===== config.mk =====
export PLATFORM = sky130hd
export DESIGN_NAME = qam_mod_core
export DESIGN_NICKNAME = d
export VERILOG_FILES = /design/src/rtl/qam_mod_core.sv
export SDC_FILE = /design/constraint.sdc
export NUM_CORES = 1
export LEC_CHECK = 0
export CAP_MARGIN = 20
export CORE_MARGIN = 2
export CORE_UTILIZATION = 50
export CTS_CLUSTER_SIZE = 14
export DETAILED_ROUTE_END_ITERATION = 12
export PLACE_DENSITY = 0.75
export SLEW_MARGIN = 40
export SYNTH_ARGS = -nofsm -noshare
export SYNTH_HDL_FRONTEND = slang
export SYNTH_SLANG_ARGS = --single-unit

===== constraint.sdc =====
create_clock -name clk -period 4 [get_ports clk]
set_input_delay 0.8 -clock clk [delete_from_list [all_inputs] [get_ports clk]]
set_output_delay 0.8 -clock clk [all_outputs]
set_load 0.005 [all_outputs]

===== src/rtl/qam_mod_core.sv =====
`timescale 1ns/1ps
// qam_mod_core: serial bits -> square M-QAM I/Q levels -> NCO quadrature upconversion.
// Optional build macro QAM_GRAY_EN: Gray-decode each axis field before level mapping.
module qam_mod_core #(
  parameter int BITS_PER_SYM = 4,
  parameter int SYM_PERIOD   = 16,
  parameter int PHASE_W      = 16,
  parameter int PHASE_INC    = 4096,
  parameter int LUT_AW       = 6,
  parameter int AMP_W        = 10,
  localparam int LVL_W       = BITS_PER_SYM / 2 + 1,
  localparam int MOD_W       = AMP_W + LVL_W + 1
) (
  input  logic                    clk,
  input  logic                    rst,
  input  logic                    bit_in,
  input  logic                    bit_valid,
  output logic                    bit_ready,
  output logic                    sym_strobe,
  output logic signed [LVL_W-1:0] i_level,
  output logic signed [LVL_W-1:0] q_level,
  output logic signed [AMP_W-1:0] sin_out,
  output logic signed [AMP_W-1:0] cos_out,
  output logic signed [MOD_W-1:0] mod_out,
  output logic                    underrun
);

  localparam int  K       = BITS_PER_SYM;
  localparam int  HALF    = K / 2;
  localparam int  M       = 1 << HALF;
  localparam int  N       = 1 << LUT_AW;
  localparam int  CNT_W   = $clog2(K + 1);
  localparam int  SC_W    = (SYM_PERIOD > 2) ? $clog2(SYM_PERIOD) : 1;
  localparam int  AMP_MAX = (1 << (AMP_W - 1)) - 1;
  localparam real PI      = 3.14159265358979323846;

  typedef enum logic [0:0] {
    FILL = 1'b0,
    FULL = 1'b1
  } fill_state_e;

  function automatic logic [N*AMP_W-1:0] rom_init();
    logic [N*AMP_W-1:0] bits;
    real                v;
    int                 r;
    bits = {(N*AMP_W){1'b0}};
    for (int k = 0; k < N; k++) begin
      v = real'(AMP_MAX) * $sin(2.0 * PI * real'(k) / real'(N));
      r = (v >= 0.0) ? $rtoi(v + 0.5) : -$rtoi(0.5 - v);
      bits[k*AMP_W +: AMP_W] = AMP_W'(r);
    end
    return bits;
  endfunction

  localparam logic [N*AMP_W-1:0] ROM_BITS = rom_init();

`ifdef QAM_GRAY_EN
  function automatic logic [HALF-1:0] gray2bin(input logic [HALF-1:0] g);
    logic [HALF-1:0] b;
    b[HALF-1] = g[HALF-1];
    for (int i = HALF - 2; i >= 0; i--) begin
      b[i] = b[i+1] ^ g[i];
    end
    return b;
  endfunction
`endif

  // level = 2*code - (M-1) == (2*code + 1) - M, exact in LVL_W-bit two's complement
  function automatic logic signed [LVL_W-1:0] map_level(input logic [HALF-1:0] field);
    logic [HALF-1:0] code;
`ifdef QAM_GRAY_EN
    code = gray2bin(field);
`else
    code = field;
`endif
    return {code, 1'b1} - LVL_W'(M);
  endfunction

  fill_state_e             state_q, state_d;
  logic [CNT_W-1:0]        cnt_q, cnt_d;
  logic [K-1:0]            shift_q, shift_d;
  logic [SC_W-1:0]         sym_cnt_q, sym_cnt_d;
  logic                    strobe_q, strobe_d;
  logic                    underrun_q, underrun_d;
  logic signed [LVL_W-1:0] i_lvl_q, i_lvl_d, q_lvl_q, q_lvl_d;
  logic signed [LVL_W-1:0] i_dly_q, q_dly_q;
  logic [PHASE_W-1:0]      phase_q, phase_d;
  logic signed [AMP_W-1:0] sin_q, sin_d, cos_q, cos_d;
  logic signed [MOD_W-1:0] mod_q, mod_d;
  logic signed [MOD_W-1:0] prod_i, prod_q;
  logic [LUT_AW-1:0]       sin_idx, cos_idx;
  logic                    accept;
  logic [K-1:0]            shift_in;

  assign bit_ready = !rst && ((state_q == FILL) || strobe_q);
  assign accept    = bit_valid && bit_ready;
  assign shift_in  = {shift_q[K-2:0], bit_in};

  // Shift-stage FSM next state together with symbol load and underrun detection.
  always_comb begin
    shift_d    = shift_q;
    cnt_d      = cnt_q;
    i_lvl_d    = i_lvl_q;
    q_lvl_d    = q_lvl_q;
    underrun_d = 1'b0;
    case (state_q)
      FULL: begin
        if (strobe_q) begin
          i_lvl_d = map_level(shift_q[K-1 -: HALF]);
          q_lvl_d = map_level(shift_q[HALF-1:0]);
          if (accept) begin
            shift_d = shift_in;
            cnt_d   = CNT_W'(1);
          end else begin
            cnt_d = {CNT_W{1'b0}};
          end
        end else begin
          cnt_d = cnt_q;
        end
      end
      FILL: begin
        // A boundary without a complete symbol idles the carrier but keeps partial bits.
        if (strobe_q) begin
          i_lvl_d    = {LVL_W{1'b0}};
          q_lvl_d    = {LVL_W{1'b0}};
          underrun_d = 1'b1;
        end else begin
          underrun_d = 1'b0;
        end
        if (accept) begin
          shift_d = shift_in;
          cnt_d   = cnt_q + CNT_W'(1);
        end else begin
          cnt_d = cnt_q;
        end
      end
      default: begin
        cnt_d = {CNT_W{1'b0}};
      end
    endcase
    state_d = (cnt_d == CNT_W'(K)) ? FULL : FILL;
  end

  // Symbol timing, NCO, sine/cosine lookup and mixer datapath.
  always_comb begin
    if (sym_cnt_q == SC_W'(SYM_PERIOD - 1)) begin
      sym_cnt_d = {SC_W{1'b0}};
      strobe_d  = 1'b1;
    end else begin
      sym_cnt_d = sym_cnt_q + SC_W'(1);
      strobe_d  = 1'b0;
    end
    phase_d = phase_q + PHASE_W'(PHASE_INC);
    sin_idx = phase_q[PHASE_W-1 -: LUT_AW];
    cos_idx = sin_idx + LUT_AW'(N / 4);
    sin_d   = ROM_BITS[int'(sin_idx)*AMP_W +: AMP_W];
    cos_d   = ROM_BITS[int'(cos_idx)*AMP_W +: AMP_W];
    prod_i  = MOD_W'(i_dly_q) * MOD_W'(cos_q);
    prod_q  = MOD_W'(q_dly_q) * MOD_W'(sin_q);
    mod_d   = prod_i - prod_q;
  end

  // All state and output registers.
  always_ff @(posedge clk) begin
    if (rst) begin
      state_q    <= FILL;
      cnt_q      <= {CNT_W{1'b0}};
      shift_q    <= {K{1'b0}};
      sym_cnt_q  <= {SC_W{1'b0}};
      strobe_q   <= 1'b0;
      underrun_q <= 1'b0;
      i_lvl_q    <= {LVL_W{1'b0}};
      q_lvl_q    <= {LVL_W{1'b0}};
      i_dly_q    <= {LVL_W{1'b0}};
      q_dly_q    <= {LVL_W{1'b0}};
      phase_q    <= {PHASE_W{1'b0}};
      sin_q      <= {AMP_W{1'b0}};
      cos_q      <= {AMP_W{1'b0}};
      mod_q      <= {MOD_W{1'b0}};
    end else begin
      state_q    <= state_d;
      cnt_q      <= cnt_d;
      shift_q    <= shift_d;
      sym_cnt_q  <= sym_cnt_d;
      strobe_q   <= strobe_d;
      underrun_q <= underrun_d;
      i_lvl_q    <= i_lvl_d;
      q_lvl_q    <= q_lvl_d;
      i_dly_q    <= i_lvl_q;
      q_dly_q    <= q_lvl_q;
      phase_q    <= phase_d;
      sin_q      <= sin_d;
      cos_q      <= cos_d;
      mod_q      <= mod_d;
    end
  end

  assign sym_strobe = strobe_q;
  assign underrun   = underrun_q;
  assign i_level    = i_lvl_q;
  assign q_level    = q_lvl_q;
  assign sin_out    = sin_q;
  assign cos_out    = cos_q;
  assign mod_out    = mod_q;

endmodule


# Yosys cells after proc, flatten, opt, wreduce, memory -nomap -nowiden
# Index checks and enable logic that the tools add are counted.
# totals
out_inout_bits,43
regBits,76
wordCells,54
# op_classes
mul,4
bitwise,1
n_addsub,7
eq_ne,4
muxes,15
n_reduce_logical,7
n_shift,2
# op_table
operator,count
$shiftx A640 B11 Y10 const A,2
$mul A3 B10 Y13,2
$mul A6 B3 Y9 const B,2
$pmux W3 S2,3
$add A16 B13 Y16 const B,1
$mux W3,5
$sub A13 B13 Y14,1
$mux W4,2
$pmux W4 S2,1
$add A6 B5 Y6 const B,1
$sub A3 B3 Y3 const B,2
$add A4 B1 Y4 const B,1
$eq A4 B4 Y1 const B,1
$mux W1,4
$reduce_or A2 Y1,2
$add A3 B1 Y3 const B,1
$eq A3 B3 Y1 const B,1
$logic_and A1 B1 Y1,2
$ne A2 B1 Y1 const B,1
$ne A2 B2 Y1 const B,1
$reduce_and A2 Y1,1
$logic_not A1 Y1,1
$logic_or A1 B1 Y1,1
$not A1 Y1,1

# Logic depth before layout (Yosys ltp)
# logic_depth
depth_word,9
depth_mapped,18

# Worst setup path before layout
# OpenSTA, ideal clock, no wires.
# synth_path
path_kind,flip-flop to flip-flop
startpoint,register i_dly_q[0]
endpoint,"register mod_q[13], in the netlist mod_out[13]"
n_path_buf,1
path_slack_ps,-277
path_stages_with_launch,15
synth_period_minus_slack_ps,4277
arrival_ps,4206
t_required_ps,3930
path_cell_list,dfxtp_1 -> clkbuf_1 -> nand2_1 -> inv_1 -> fa_1 -> fa_1 -> fa_1 -> inv_1 -> fa_1 -> ha_1 -> a21o_1 -> a21o_1 -> a21o_2 -> or3_1 -> a21oi_1
# synth_between
elab_chain_cells,2
# synth_lines
element,line_no,source
start: declaration,86,"logic signed [LVL_W-1:0] i_dly_q, q_dly_q;"
start signal: assignment,174,i_dly_q <= {LVL_W{1'b0}};
start signal: assignment,189,i_dly_q <= i_lvl_q;
$mul A3 B10 Y13,158,prod_i = MOD_W'(i_dly_q) * MOD_W'(cos_q);
$sub A13 B13 Y14,160,mod_d = prod_i - prod_q;
end signal: assignment,179,mod_q <= {MOD_W{1'b0}};
end signal: assignment,194,mod_q <= mod_d;
end: declaration,89,"logic signed [MOD_W-1:0] mod_q, mod_d;"
# Every way passes these cells.
# A chain may end at the register's enable or synchronous reset.

# Worst setup path in the final report
# layout_path
startpoint,register i_dly_q[1]
endpoint,"register mod_q[13], in the netlist mod_out[13]"
# The elaborated chain is that of the path after synthesis.

==> metrics.md <==
| Metric | Value |
|---|---|
| Largest net degree at the start of global routing | `64` |
| Total Power | `~1.3 mW` |
| Core Region | `9240 sq um` |
| Seq/Total Area, Yosys | `26.08%` |
| Crit path cell chain | `buf_6 > and2_4 > fa_1 > inv_2 > fa_1 > fa_1 > inv_2 > fa_2 > ha_4 > or2_4 > a31oi_4 > a211oi_2 > or3_1 > a21oi_2` |
| Iter 0 DRT Violations | `169` |
| Slew @ Worst Pin | `0.7159 ns` |
| Die height | `101.6 microns` |
| Yosys Warn Count | `0` |
| Area of the multi-input gates | `between 3000 and 4000 sq um` |
| Remaining antenna violation count after routing | `0` |
| Max Slew Vio Count | `0` |
| VDD IR max | `0.2334 mV` |
| Initial Utilization | `51.50%` |
| Pwr/cell area | `between 200 and 250 nW/um^2` |
| Crit path kind | `reg2reg` |
| Filler instances | `683` |
| Leak Pwr | `2.741 nW` |
| Final Cycle Share | `101.0%` |
| Hold depth | `2` |
| Mapped Cells | `around 530` |
| Slowest CP cell | `fa_2` |
| Clock tree buffer depth | `2` |
| Wire length per cell | `16.08 microns` |
| R2R depth | `14` |
| Yosys top cell area share | `26.08%` |
| Minimum clock period | `4.038 ns` |
| CTS HTree Levels | `3` |
| # IOs | `between 40 and 50` |
| FFs w/ async S/R, synth | `0%` |
| Layout Utilization | `67.96%` |
| CTS Hold Bufs | `0` |
| Total die area | `between 10000 and 15000 sq um` |
| Max Fclk | `0.2476 GHz` |
| # diodes | `0` |
| First-pass GRT wire length | `just under 20 mm` |
| Via count | `3974` |
| Most frequently used flop master after synthesis | `dfxtp_1` |
| Initial DRT Pass Iterations | `4` |
| Family with the most delay on the worst path | `adder cells` |
| Reg area | `1257 sq um` |
| Total GRT Usage | `24.10%` |
| Post-DP HPWL | `8.800 mm` |
| CP most frequent cell | `fa_1` |
| TritonCTS Sinks | `62` |
| Netlist cell types | `49` |
| Worst path required time | `~4.3 ns` |
| Chip Width | `approximately 100 microns` |
| Avg Cell Area, Syn | `roughly 9.0 sq um` |
| Outcome | `finished, violations left` |
| WP depth | `14` |
| Largest area contributor in the netlist | `dfxtp_1` |
| Vias per inst | `5.285` |
| Post-Syn Nets | `621` |
| Post-synth EDFFs | `0` |
| Max_cap viols | `0` |
| Max FO, Critical Path | `5` |
| # DRC | `0` |
| # port buffers | `46` |
| RePlAce Congestion | `0.9038` |
| Failing checks | `negative setup slack` |
| Root Driver | `clkbuf_8` |
| Worst setup EP type | `flop` |
| Vias in the first global route | `between 4000 and 5000` |
| Hold WS | `0.4596 ns` |
| Buf/Inv on CP | `3` |
| Initial antenna violation count | `0` |
| Dpl ws | `-0.2097 ns` |
| Slew headroom | `52.21%` |
| CTS tree | `yes` |
| Startpoint Class | `flop` |
| Min-delay worst type | `reg2reg` |
| Site row count | `35` |
| Hold Fails Final Rpt | `0` |
| Commonest cells post-synth | `inv_1, dfxtp_1, ha_1, fa_1` |
| Post-Syn Area | `4758 sq um` |
| Layout Skew | `0.007152 ns` |
| Unrepaired setup endpoints after global routing | `true` |
| CTS Buf Count | `9` |
| Clk pin slew, worst setup/hold paths | `0.07 ns` |
| Total wire length | `~12 mm` |
| Remaining Overflow, GRT | `0` |
| Synth-to-layout area growth | `31.97%` |
| Crit path largest cell delay | `0.57 ns` |
| CP arrival | `4.31 ns` |
| Final setup fails | `1` |
| FF+latch count, synth | `62` |
| Most common cell in the netlist | `inv_1` |
| Nets | `between 700 and 800` |
| Final Worst Setup Slack | `-0.03835 ns` |
| Worst-skew pair later-pin latency | `between 0.3 and 0.4 ns` |
| Layout cells sized above 1 | `23.92%` |
| Synth area leaders | `dfxtp_1, fa_1, ha_1` |
## cell families (layout without fill, tap and decap cells)
family | Yosys count | after routing | share of synthesized area, %
AOI/OAI and AO/OA | 79 | 79 | 10.81
and+or+nand+nor | 170 | 170 | 19.20
xor gates and xnor gates | 13 | 13 | 2.682
adders and majority gates | 89 | 89 | 30.19
muxes | 10 | 10 | 2.656
DFF | 62 | 62 | 26.08
other | 1 | 1 | 0.07881
buffers and inverters | 104 | 199 | 8.309
## layout by cell type (no fill, tap or decap), types with 7 or more instances in the layout
cell             instances
a211oi_1                14
a21oi_1                 17
and2_1                  26
buf_4                   44
buf_6                   11
clkbuf_8                11
clkdlybuf4s50_1         45
dfxtp_1                 55
fa_1                    36
fa_2                     7
ha_1                    36
ha_4                     9
inv_1                   68
inv_2                   13
mux2i_1                  7
nand2_1                 24
nand2b_1                 9
nand3_1                 17
nor2_1                  29
nor2b_1                 21
o21ai_0                 11
xnor2_1                  8
## per-stage QoR
step | TNS, ns | std cells | cell area, sq um
finish | -0.03835 | 752 | 6280
global placement | -0.4393 | 724 | 5717
CTS | -0.05744 | 744 | 6041
detailed placement | -0.9006 | 724 | 5717
floorplan | 0 | 528 | 4847
global route | -0.4117 | 752 | 6280
## flip-flops by register name, summed over array words and instances, names as in the netlist
signal	cells
i_dly_q	3
mod_out	14
q_dly_q	2
cnt_q	3
phase_q	4
underrun	1
shift_q	4
sym_cnt_q	4
sin_out	10
i_level	3
q_level	2
sym_strobe	1
state_q	1
cos_out	10
## area by class of cell
class	count	share of cell area [%]
clock inverter	4	0.3586
clock buffer	11	2.411
sequential	62	20.02
inverter	81	4.842
tap	129	2.570
multi-input combinational	362	54.75
timing repair buffer	103	15.04
## metal layers
layer	wire length, microns	part of all wire (%)	up-vias	GRT usage, %
met5	0	0	-	0
met4	367	3.0	0	8.316
met3	475	3.9	33	3.727
met2	6148	51	116	41.70
met1	5100	42	1923	30.66
li1	-	-	1902	-
## repair_timing
action                     in CTS  in global routing
buffers inserted                6                  8
setup endpoints to repair       8                  9
gates resized for setup        31                 52
pin swaps                      19                 36
## report_power, final
| part | leakage [nW] | switching (mW) | internal (mW) |
|---|---|---|---|
| Clock | 0.0910 | 0.235 | 0.251 |
| Combinational | 2.14 | 0.0698 | 0.0779 |
| Sequential | 0.510 | 0.0412 | 0.644 |
## final timing paths
check / slack (ns) / endpoint / start
worst max-delay path: -0.04 / mod_out[13]$_SDFF_PP0_ / i_dly_q[1]$_SDFF_PP0_
worst min-delay path: 0.46 / shift_q[3]$_SDFFE_PP0P_ / shift_q[3]$_SDFFE_PP0P_
worst max register to register: -0.04 / mod_out[13]$_SDFF_PP0_ / i_dly_q[1]$_SDFF_PP0_
worst min register to register: 0.46 / shift_q[3]$_SDFFE_PP0P_ / shift_q[3]$_SDFFE_PP0P_
## tightest hold or removal path: cells and delay by family (launching register included)
| family | cells | cell delay, ns |
|---|---|---|
| and+or+nand+nor | 2 | 0.11 |
| DFF | 1 | 0.31 |
Note: power is estimated with default switching activity, not from simulation.
